===== config.mk =====
export PLATFORM = sky130hd
export DESIGN_NAME = weighted_rr_arbiter
export DESIGN_NICKNAME = d
export VERILOG_FILES = /design/src/rtl/weighted_rr_arbiter.sv
export SDC_FILE = /design/constraint.sdc
export NUM_CORES = 1
export LEC_CHECK = 0
export CORE_MARGIN = 2
export CORE_UTILIZATION = 54
export CTS_CLUSTER_SIZE = 24
export DETAILED_ROUTE_END_ITERATION = 10
export GPL_ROUTABILITY_DRIVEN = 0
export GPL_TIMING_DRIVEN = 0
export PLACE_DENSITY = 0.87
export SYNTH_ARGS = -nofsm -noshare
export SYNTH_HDL_FRONTEND = slang
export SYNTH_SLANG_ARGS = --single-unit

===== constraint.sdc =====
create_clock -name clk -period 2.95 [get_ports clk]
set_input_delay 0.4425 -clock clk [delete_from_list [all_inputs] [get_ports clk]]
set_output_delay 0.4425 -clock clk [all_outputs]
set_load 0.005 [all_outputs]

===== src/rtl/weighted_rr_arbiter.sv =====
// Weighted round-robin arbiter: each granted requester keeps the resource for up
// to its programmed weight in cycles. A weight of 0 disables the requester.
module weighted_rr_arbiter #(
    parameter int unsigned N        = 4,
    parameter int unsigned WEIGHT_W = 4
) (
    input  logic                  clk,
    input  logic                  rst_n,
    input  logic [N-1:0]          REQ,
    input  logic                  cfg_we,
    input  logic [$clog2(N)-1:0]  cfg_sel,
    input  logic [WEIGHT_W-1:0]   cfg_weight,
    output logic [N-1:0]          GNT,
    output logic [$clog2(N)-1:0]  GNT_ID,
    output logic                  GNT_NEW,
    output logic                  busy
);
    localparam int unsigned IDW = $clog2(N);

    typedef enum logic {IDLE, OWNED} state_t;

    state_t              state_q, state_d;
    logic [IDW-1:0]      ptr_q, ptr_d, owner_d, pick, cand;
    logic [WEIGHT_W-1:0] limit_q, limit_d, cnt_q, cnt_d;
    logic [WEIGHT_W-1:0] weight_q [N];
    logic [N-1:0]        elig, gnt_d;
    logic                found, tenure_end, new_d;
    int unsigned         idx;

    always_comb begin
        elig = '0;
        for (int unsigned i = 0; i < N; i++) begin
            elig[i] = REQ[i] && (weight_q[i] != '0);
        end
    end

    // First eligible requester scanning ptr, ptr+1, ... with wrap-around.
    always_comb begin
        pick  = '0;
        found = 1'b0;
        idx   = 0;
        cand  = '0;
        for (int unsigned k = 0; k < N; k++) begin
            idx = 32'(ptr_q) + k;
            if (idx >= N) begin
                idx = idx - N;
            end
            cand = IDW'(idx);
            if (!found && elig[cand]) begin
                found = 1'b1;
                pick  = cand;
            end
        end
    end

    always_comb begin
        state_d    = state_q;
        ptr_d      = ptr_q;
        owner_d    = GNT_ID;
        limit_d    = limit_q;
        cnt_d      = cnt_q;
        gnt_d      = GNT;
        new_d      = 1'b0;
        tenure_end = (state_q == OWNED) && (!REQ[GNT_ID] || (cnt_q == limit_q));

        if (((state_q == IDLE) || tenure_end) && found) begin
            state_d     = OWNED;
            owner_d     = pick;
            gnt_d       = '0;
            gnt_d[pick] = 1'b1;
            new_d       = 1'b1;
            limit_d     = weight_q[pick];
            cnt_d       = WEIGHT_W'(1);
            ptr_d       = (pick == IDW'(N - 1)) ? '0 : pick + IDW'(1);
        end else if ((state_q == OWNED) && !tenure_end) begin
            cnt_d = cnt_q + WEIGHT_W'(1);
        end else begin
            state_d = IDLE;
            gnt_d   = '0;
            owner_d = '0;
            cnt_d   = '0;
        end
    end

    always_ff @(posedge clk) begin
        if (!rst_n) begin
            state_q <= IDLE;
            ptr_q   <= '0;
            limit_q <= '0;
            cnt_q   <= '0;
            GNT     <= '0;
            GNT_ID  <= '0;
            GNT_NEW <= 1'b0;
        end else begin
            state_q <= state_d;
            ptr_q   <= ptr_d;
            limit_q <= limit_d;
            cnt_q   <= cnt_d;
            GNT     <= gnt_d;
            GNT_ID  <= owner_d;
            GNT_NEW <= new_d;
        end
    end

    // Searches on the write edge still see the old table (non-blocking update).
    always_ff @(posedge clk) begin
        if (!rst_n) begin
            for (int unsigned i = 0; i < N; i++) begin
                weight_q[i] <= WEIGHT_W'(1);
            end
        end else if (cfg_we && (32'(cfg_sel) < N)) begin
            weight_q[cfg_sel] <= cfg_weight;
        end
    end

    assign busy = |GNT;

endmodule


==> impl_results.md <==
* Initial Utilization at a little under three fifths
* Avg Vias per Cell at around 5.8
* Worst Max-Slew Pin Slew at between 600 and 700 ps
* Hold Crit Class: reg2reg
* Layout cell share with drive strength beyond 1 at a little over 7%
* Hold path start: GNT[0]
* CTS Buffer Depth at 2
* Register area share after synthesis at about half
* Syn_nets at ~170
* Worst r2r path cells at 8
* First-pass GRT wire length at about 6000 µm
* Startpoint types: flop
* Number of synthesis warnings at 0
* Cell count after placement at between 200 and 250
* Via Count at 1,315
* Max Cap Viol at 0
* Clk Latency, worst-skew pair at around 350 ps
* P&R area growth vs syn at 17.8%
* Final period utilization at between 80% and 90%
* Top FF cell, synth: dfxtp_1
* Crit path capture type: flop
* Most frequent cells in the layout: clkdlybuf4s50_1 (20), dfxtp_1 (18), edfxtp_1 (16)
* Chip height at just over 60 µm
* FFs w/ async S/R, synth at 0%
* DRC at 0
* Num CTS Buffers at 5
* Nets at between 150 and 200
* DRT antenna net count at 0
* Hold Path Cell Cnt at 2
* Setup WS post-layout at between 500 and 600 ps
* Cell Rows at 20
* Post-route minimum period at approximately 2400 ps
* Vias in the first global route at about 1,300
* TritonCTS clock tree: done
* Crit-path max FO at 11
* Reg clk slew, reported paths at about 100 ps
* Port bufs at 20
* # setup viols final at 0
* Average size of a mapped cell at 11.2 µm²
* Worst vdd ir at around 310 µV
* Dpl ws at between 400 and 500 ps
* Final Hold Fails at 0
* Number of synthesized register bits at 34
* EDFF count, synth at 16
* Initial antenna violation count at 0
* Antenna diode count at 0
* Rel. slew slack at 58.1%
* Distinct cells, synth at 45
* Die ar. at between 0.003 and 0.004 mm²
* Gr usage total at between 20 and 25%
* R2r endpoint: GNT[3]
* Arr. time, crit path at between 2000 and 3000 ps
* Die X at 60.3 µm
* Clock H-tree levels at 2
* R2r setup slk at 560 ps
* Routed WL per cell at 16.8 µm
* Mapped Cells at ~150
* Total core area at slightly above 0.003 mm²
* Worst EP required at approximately 3200 ps
* TNS Setup at 0 ps
* Worst Skew at 9.42 ps
* Cts hold-fix bufs at 0
* Iteration-0 DRC Markers at 72
* RSZ-0062 raised after global routing: no
* Worst hold endpoint: GNT[0]
* R2r startpoint: weight_q[0][3]
* IO Count at 21
* Grt total ovfl at 0
* Kind of critical path: reg2reg
* Run status: completed
* Post_cts resized at 0
* Synthesized area at between 0.0015 and 0.002 mm²
* Achievable Freq at 418 MHz
* Final std cells w/o fill at approximately 230
* Clock sinks at 34
* TritonRoute pass-1 iters at 4
* P_leak at 0.768 nW
* Max Slew Vio Count at 0
* Post-CTS setup buffers at 0
* Commonest non-fill, non-tap cell in the layout: clkdlybuf4s50_1
* DRT Wirelength at 3770 µm
* Root Driver: clkbuf_4
* Pwr dens at about 600 mW/mm²
* Pin count of the biggest net entering global routing at 12
* HPWL Detailed at between 2000 and 3000 µm
==> routing by layer <==
layer | wire length, µm | track usage [%] | up-vias | share of wire [%]
li1 | - | - | 636 | -
met1 | 1520 | 26.8 | 625 | 40
met4 | 102 | 12.7 | 0 | 2.7
met2 | 1960 | 41.0 | 43 | 52
met5 | 0 | 0 | - | 0
met3 | 193 | 8.01 | 11 | 5.1
==> worst max-delay path, stage by stage, from the launching register on <==
cell and delay [ps]:
edfxtp_1 440, or4_1 580, a222oi_1 360, o21ai_1 190, buf_6 200, inv_1 80
ha_1 140, nand3b_1 90, a21boi_0 220
==> final cells by class <==
| cell class | count | area (µm²) |
|---|---|---|
| fill | 230 | 1010 |
| clock buffer | 6 | 41.3 |
| sequential | 34 | 841 |
| clock inverter | 2 | 8.76 |
| timing repair buffer | 20 | 200 |
| inverter | 3 | 11.3 |
| multi-input combinational | 112 | 838 |
| buffer | 4 | 22.5 |
| tap | 44 | 55.1 |
==> where the power goes <==
| part | leakage, nW | switching, mW | total [mW] | internal, mW |
|---|---|---|---|---|
| combinational | 0.434 | 0.184 | 0.376 | 0.192 |
| clock | 0.0297 | 0.156 | 0.245 | 0.0893 |
| sequential | 0.305 | 0.0615 | 0.623 | 0.562 |
| total | 0.768 | 0.401 | 1.24 | 0.843 |
==> cell usage after synthesis (4+ instances only) <==
cell	number	area share (%)
a21boi_0	5	2.2
nand3_1	6	1.8
mux2i_1	9	5.3
and2_1	11	4.0
and3_1	4	1.5
nor2b_1	4	1.5
o221ai_1	4	2.0
dfxtp_1	18	21
nand2_1	9	2.0
xor2_1	5	2.6
nand3b_1	5	2.2
ha_1	5	3.7
edfxtp_1	16	28
nand2b_1	6	2.2
==> worst max-delay path by stage <==
stage	end	start
detailed placement	GNT[2]	REQ[2]
floorplan	ptr_q[1]	weight_q[0][3]
finish	GNT[3]	weight_q[0][3]
global route	GNT[3]	weight_q[0][3]
CTS	GNT[3]	weight_q[0][3]
global placement	GNT[0]	REQ[2]
==> state kept, by name, indices dropped and copies added, names as in the netlist <==
| register | cells |
|---|---|
| GNT | 4 |
| cnt_q | 4 |
| GNT_ID | 2 |
| limit_q | 4 |
| GNT_NEW | 1 |
| state_q | 1 |
| ptr_q | 2 |
| weight_q | 16 |
==> per-stage QoR <==
stage	util (%)	cell area, µm²	hold slack (ps)	total power, mW
global route	66.7	2020	517	1.31
CTS	66.7	2020	496	1.25
finish	66.7	2020	488	1.24
global placement	65.0	1970	461	0.983
detailed placement	65.0	1970	484	1.00
floorplan	-	1710	465	0.860
==> kinds of logic (layout without fill, tap and decap cells) <==
kind of cell             Yosys count  in the layout  share of synthesized area [%]
AO/OA/AOI/OAI                     28             28                           14.3
XOR/XNOR                           6              6                           3.07
AND/OR/NAND/NOR                   63             63                           22.0
adder cells (fa/ha/maj)            5              5                           3.65
multiplexers                      10             10                           5.92
buffers and inverters              7             35                           1.97
flip-flops                        34             34                           49.1
(Power assumes the default switching activity.)
==> variant 1 (same settings) <==
The parameter `WEIGHT_W` goes from 4 to 3.
--- a/src/rtl/weighted_rr_arbiter.sv
+++ b/src/rtl/weighted_rr_arbiter.sv
@@ -4,3 +4,3 @@
     parameter int unsigned N        = 4,
-    parameter int unsigned WEIGHT_W = 4
+    parameter int unsigned WEIGHT_W = 3
 ) (
Ports: changed (resized cfg_weight); port bits go from 21 to 20. The function was not compared with the original's and may differ.
==> variant 1 against the unedited design <==
  * Cell area shrank 18%
  * Setup slack worse by 0.082 ns
  * Clock skew fell by 0.0041 ns
  * Routed wire length fell by 26%
  * Die area fell by 17%
  * Total power down 22%
  * Sequential cell count is 6 lower
  * Synthesized area is 18% lower
  * Critical endpoint is now GNT[2]
==> variant 1: results (changes against the unedited design) <==
| Metric | Value |
|---|---|
| Met2 WL | `1510 um (was 1960 um)` |
| Crit path from | `weight_q[2][0] (was weight_q[0][3])` |
| Status | `finished, final reports clean (unchanged)` |
| Clk slew on worst S/H paths | `0.14 ns (was 0.10 ns)` |
| Nets | `162 (was 198)` |
| Max FO, Critical Path | `5 (was 11)` |
| I/O Buffers | `19 (was 20)` |
| DP Worst Slack | `0.282 ns (was 0.438 ns)` |
| Worst hold stages | `1 (was 2)` |
| Total Power | `0.964 mW (was 1.24 mW)` |
| Leakage | `0.635 nW (was 0.768 nW)` |
| Met1 wire length | `1070 um (was 1520 um)` |
| Number of vias per cell | `6.02 (was 5.84)` |
| Min Hold Slack | `0.518 ns (was 0.488 ns)` |
| Share of layout cells above drive strength 1 | `6.94% (was 7.18%)` |
| Hold Crit Start | `cnt_q[0] (was GNT[0])` |
| Seq pwr share | `52.3% (was 50.1%)` |
| Fillers | `191 (was 230)` |
| FF-to-FF setup slack | `0.48 ns (was 0.56 ns)` |
| RR Startpoint | `weight_q[2][0] (was weight_q[0][3])` |
| Clk Latency, worst-skew pair | `0.32 ns (was 0.35 ns)` |
| Int Pwr | `0.666 mW (was 0.843 mW)` |
| Worst path max stage delay | `0.65 ns (was 0.58 ns)` |
| Mapped Cells | `121 (was 153)` |
| Yosys cell types | `35 (was 45)` |
| FF-to-FF path depth | `7 (was 8)` |
| Peak VDD IR | `0.407 mV (was 0.309 mV)` |
| Worst path slowest cell | `o31ai_1 (was or4_1)` |
| Mapped Nets | `138 (was 171)` |
| Crit path arrival time | `2.70 ns (was 2.66 ns)` |
| Vias in the first global route | `1056 (was 1298)` |
| EDFF count, synth | `12 (was 16)` |
| Post-DP HPWL | `2160 um (was 2900 um)` |
| Skew final | `0.00536 ns (was 0.00942 ns)` |
| Area after DPL | `1630 um^2 (was 1970 um^2)` |
| Register area share after synthesis | `48.6% (was 49.1%)` |
| First-pass GRT wire length | `4620 um (was 6070 um)` |
| Initial DRC Count | `32 (was 72)` |
## variant 1: area by class of cell
class / count / area [um^2] / share of cell area, %
multi-input combinational: 85 / 689 / 41.7
sequential: 28 / 681 / 41.1
timing repair buffer: 19 / 190 / 11.5
tap: 30 / 37.5 / 2.27
clock buffer: 4 / 26.3 / 1.59
buffer: 4 / 15.0 / 0.908
inverter: 4 / 15.0 / 0.908
## variant 1: cells by family (layout without fill, tap and decap cells)
| family | Yosys count | after routing | share of synthesized area [%] |
|---|---|---|---|
| adder cells (fa/ha/maj) | 5 | 5 | 4.47 |
| AO/OA/AOI/OAI | 24 | 24 | 16.3 |
| multiplexers | 9 | 9 | 7.33 |
| AND/OR/NAND/NOR | 43 | 43 | 18.7 |
| flip-flops | 28 | 28 | 48.6 |
| XOR/XNOR | 4 | 4 | 2.50 |
| buffers and inverters | 8 | 31 | 2.14 |
==> variant 2 (same flow settings) <==
Without the edit above. Register the inputs `cfg_we`, `cfg_sel` and `cfg_weight` before use, cleared by the reset. The logic sees them one clock later. The other inputs are not delayed to match.
--- a/src/rtl/weighted_rr_arbiter.sv
+++ b/src/rtl/weighted_rr_arbiter.sv
@@ -20,2 +20,18 @@
     typedef enum logic {IDLE, OWNED} state_t;
+
+    logic cfg_we_q;
+    logic [$clog2(N)-1:0] cfg_sel_q;
+    logic [WEIGHT_W-1:0] cfg_weight_q;
+
+    always_ff @(posedge clk) begin
+        if (!rst_n) begin
+            cfg_we_q     <= '0;
+            cfg_sel_q    <= '0;
+            cfg_weight_q <= '0;
+        end else begin
+            cfg_we_q     <= cfg_we;
+            cfg_sel_q    <= cfg_sel;
+            cfg_weight_q <= cfg_weight;
+        end
+    end
 
@@ -110,4 +126,4 @@
             end
-        end else if (cfg_we && (32'(cfg_sel) < N)) begin
-            weight_q[cfg_sel] <= cfg_weight;
+        end else if (cfg_we_q && (32'(cfg_sel_q) < N)) begin
+            weight_q[cfg_sel_q] <= cfg_weight_q;
         end
Formal check against the unedited RTL: not equivalent (Yosys sat finds a counterexample within 4 cycles, from zero or initial values and one cycle with rst_n low).
==> variant 2 against the unedited design <==
  * Setup slack got worse by 0.085 ns
  * Fmax fell by 3.4%
  * Sequential cell count rose by 7
  * Via count rose by 1.4%
  * Total power rose by 17%
  * Sequential power rose by 16%
  * Clock skew barely moved
  * Cell area rose by 7.4%
  * Synthesized area rose by 7.1%
  * Routed wire length fell by 3.6%
  * Critical path type unchanged
  * Largest cell class unchanged
==> variant 2: results (changes against the unedited design) <==
| Metric | Value |
|---|---|
| Status | `finished, final reports clean (unchanged)` |
| Hold Crit Start | `GNT[3] (was GNT[0])` |
| Skew final | `0.00943 ns (was 0.00942 ns)` |
| HP Class | `register to register (unchanged)` |
| Syn_area_per_cell | `11.8 um^2 (was 11.2 um^2)` |
| Register area share after synthesis | `53.5% (was 49.1%)` |
| Min Hold Slack | `0.507 ns (was 0.488 ns)` |
| Share of layout cells above drive strength 1 | `6.56% (was 7.18%)` |
| Vias in the first global route | `1387 (was 1298)` |
| Ys async rst share | `0% (unchanged)` |
| RR Startpoint | `weight_q[3][1] (was weight_q[0][3])` |
| Initial DRC Count | `89 (was 72)` |
| Reg-to-reg endpoint | `ptr_q[1] (was GNT[3])` |
| Most flop-heavy register | `weight_q (unchanged)` |
| Clk Latency, worst-skew pair | `0.35 ns (about the same)` |
| Diodes inserted | `0 (unchanged)` |
| Crit path arrival time | `2.73 ns (was 2.66 ns)` |
| DR WL/cell | `15.9 um (was 16.8 um)` |
| Worst path slowest cell | `o41ai_1 (was or4_1)` |
| First-pass GRT wire length | `6110 um (was 6070 um)` |
| GR Util All Layers | `20.7% (was 24.2%)` |
| Nets | `200 (was 198)` |
| Fillers | `263 (was 230)` |
| EDFF count, synth | `16 (unchanged)` |
| Mapped Nets | `173 (was 171)` |
| CTS max path bufs | `2 (unchanged)` |
| Peak VDD IR | `0.366 mV (was 0.309 mV)` |
| Synth cell count leaders | `dfxtp_1, and2_1, edfxtp_1 (was dfxtp_1, edfxtp_1, and2_1)` |
| Hold Path Sink | `GNT[3] (was GNT[0])` |
| Predominant post-synthesis flop cell | `dfxtp_1 (unchanged)` |
| Worst Tran Pin Value | `0.851 ns (was 0.622 ns)` |
| Area contributors post-synth | `dfxtp_1, edfxtp_1, and2_1 (was edfxtp_1, dfxtp_1, mux2i_1)` |
| Post-DP HPWL | `2740 um (was 2900 um)` |
| Yosys cell types | `39 (was 45)` |
| Number of vias per cell | `5.83 (was 5.84)` |
| Top Family by Delay on Critical Path | `compound AO/OA/AOI/OAI gates (unchanged)` |
| Met2 Use GR | `38.2% (was 41.0%)` |
| FF-to-FF path depth | `8 (unchanged)` |
| DP Worst Slack | `0.446 ns (was 0.438 ns)` |
| Synth warn | `0 (unchanged)` |
| FF-to-FF setup slack | `0.47 ns (was 0.56 ns)` |
| Worst hold stages | `1 (was 2)` |
| DP Cell Count | `221 (was 217)` |
| Leakage | `0.826 nW (was 0.768 nW)` |
| Routed WL | `3640 um (was 3770 um)` |
| Global-route track usage on met1 | `21.5% (was 26.8%)` |
| PostCTS Resize Cnt | `0 (unchanged)` |
| M3 GR Usage | `6.88% (was 8.01%)` |
| Pin count of the biggest net entering global routing | `13 (was 12)` |
| Drt pass-1 iters | `4 (unchanged)` |
| Worst path max stage delay | `0.80 ns (was 0.58 ns)` |
-- variant 2: logic make-up after synthesis --
logic type                 Yosys count  synth area share (%)
muxes                               11                  6.68
adders and majority gates            5                  3.41
AOI/OAI and AO/OA                   24                  11.6
xor gates and xnor gates             6                  2.86
and+or+nand+nor                     60                  19.9
buffers and inverters                8                  2.11
DFF                                 41                  53.5
-- variant 2: cell type report --
class / count / area (um^2) / share of cell area (%)
sequential: 41 / 981 / 45.3
buffer: 5 / 27.5 / 1.27
timing repair buffer: 20 / 200 / 9.24
clock buffer: 6 / 41.3 / 1.91
inverter: 3 / 11.3 / 0.520
tap: 46 / 57.6 / 2.66
clock inverter: 2 / 33.8 / 1.56
multi-input combinational: 106 / 815 / 37.6
-- variant 2: metrics by stage --
stage,power [mW],cell area (um^2)
after CTS,1.45,2170
final,1.45,2170
after floorplan,0.967,1830
after global routing,1.53,2170
after global placement,1.09,2090
after detailed placement,1.11,2090
-- variant 2: per-layer routing --
| layer | up-vias | share of wire (%) |
|---|---|---|
| met2 | 54 | 57 |
| met3 | 5 | 5.6 |
| li1 | 642 | - |
| met4 | 0 | 0.94 |
| met5 | - | 0 |
| met1 | 633 | 37 |
-- variant 2: worst max-delay path by stage --
stage                         startpoint  endpoint  slack, ns  cells after the start
after floorplan           weight_q[0][1]  ptr_q[1]       0.83                      8
after global placement            REQ[0]  ptr_q[1]       0.50                      9
after detailed placement          REQ[0]  ptr_q[1]       0.45                      9
after CTS                 weight_q[3][1]  ptr_q[1]       0.57                      8
after global routing      weight_q[3][0]  ptr_q[1]       0.44                      8
final                     weight_q[3][1]  ptr_q[1]       0.47                      8
-- variant 2: power breakdown --
part / internal [mW] / switching, mW
Clock: 0.176 / 0.174
Sequential: 0.660 / 0.0624
Combinational: 0.203 / 0.175
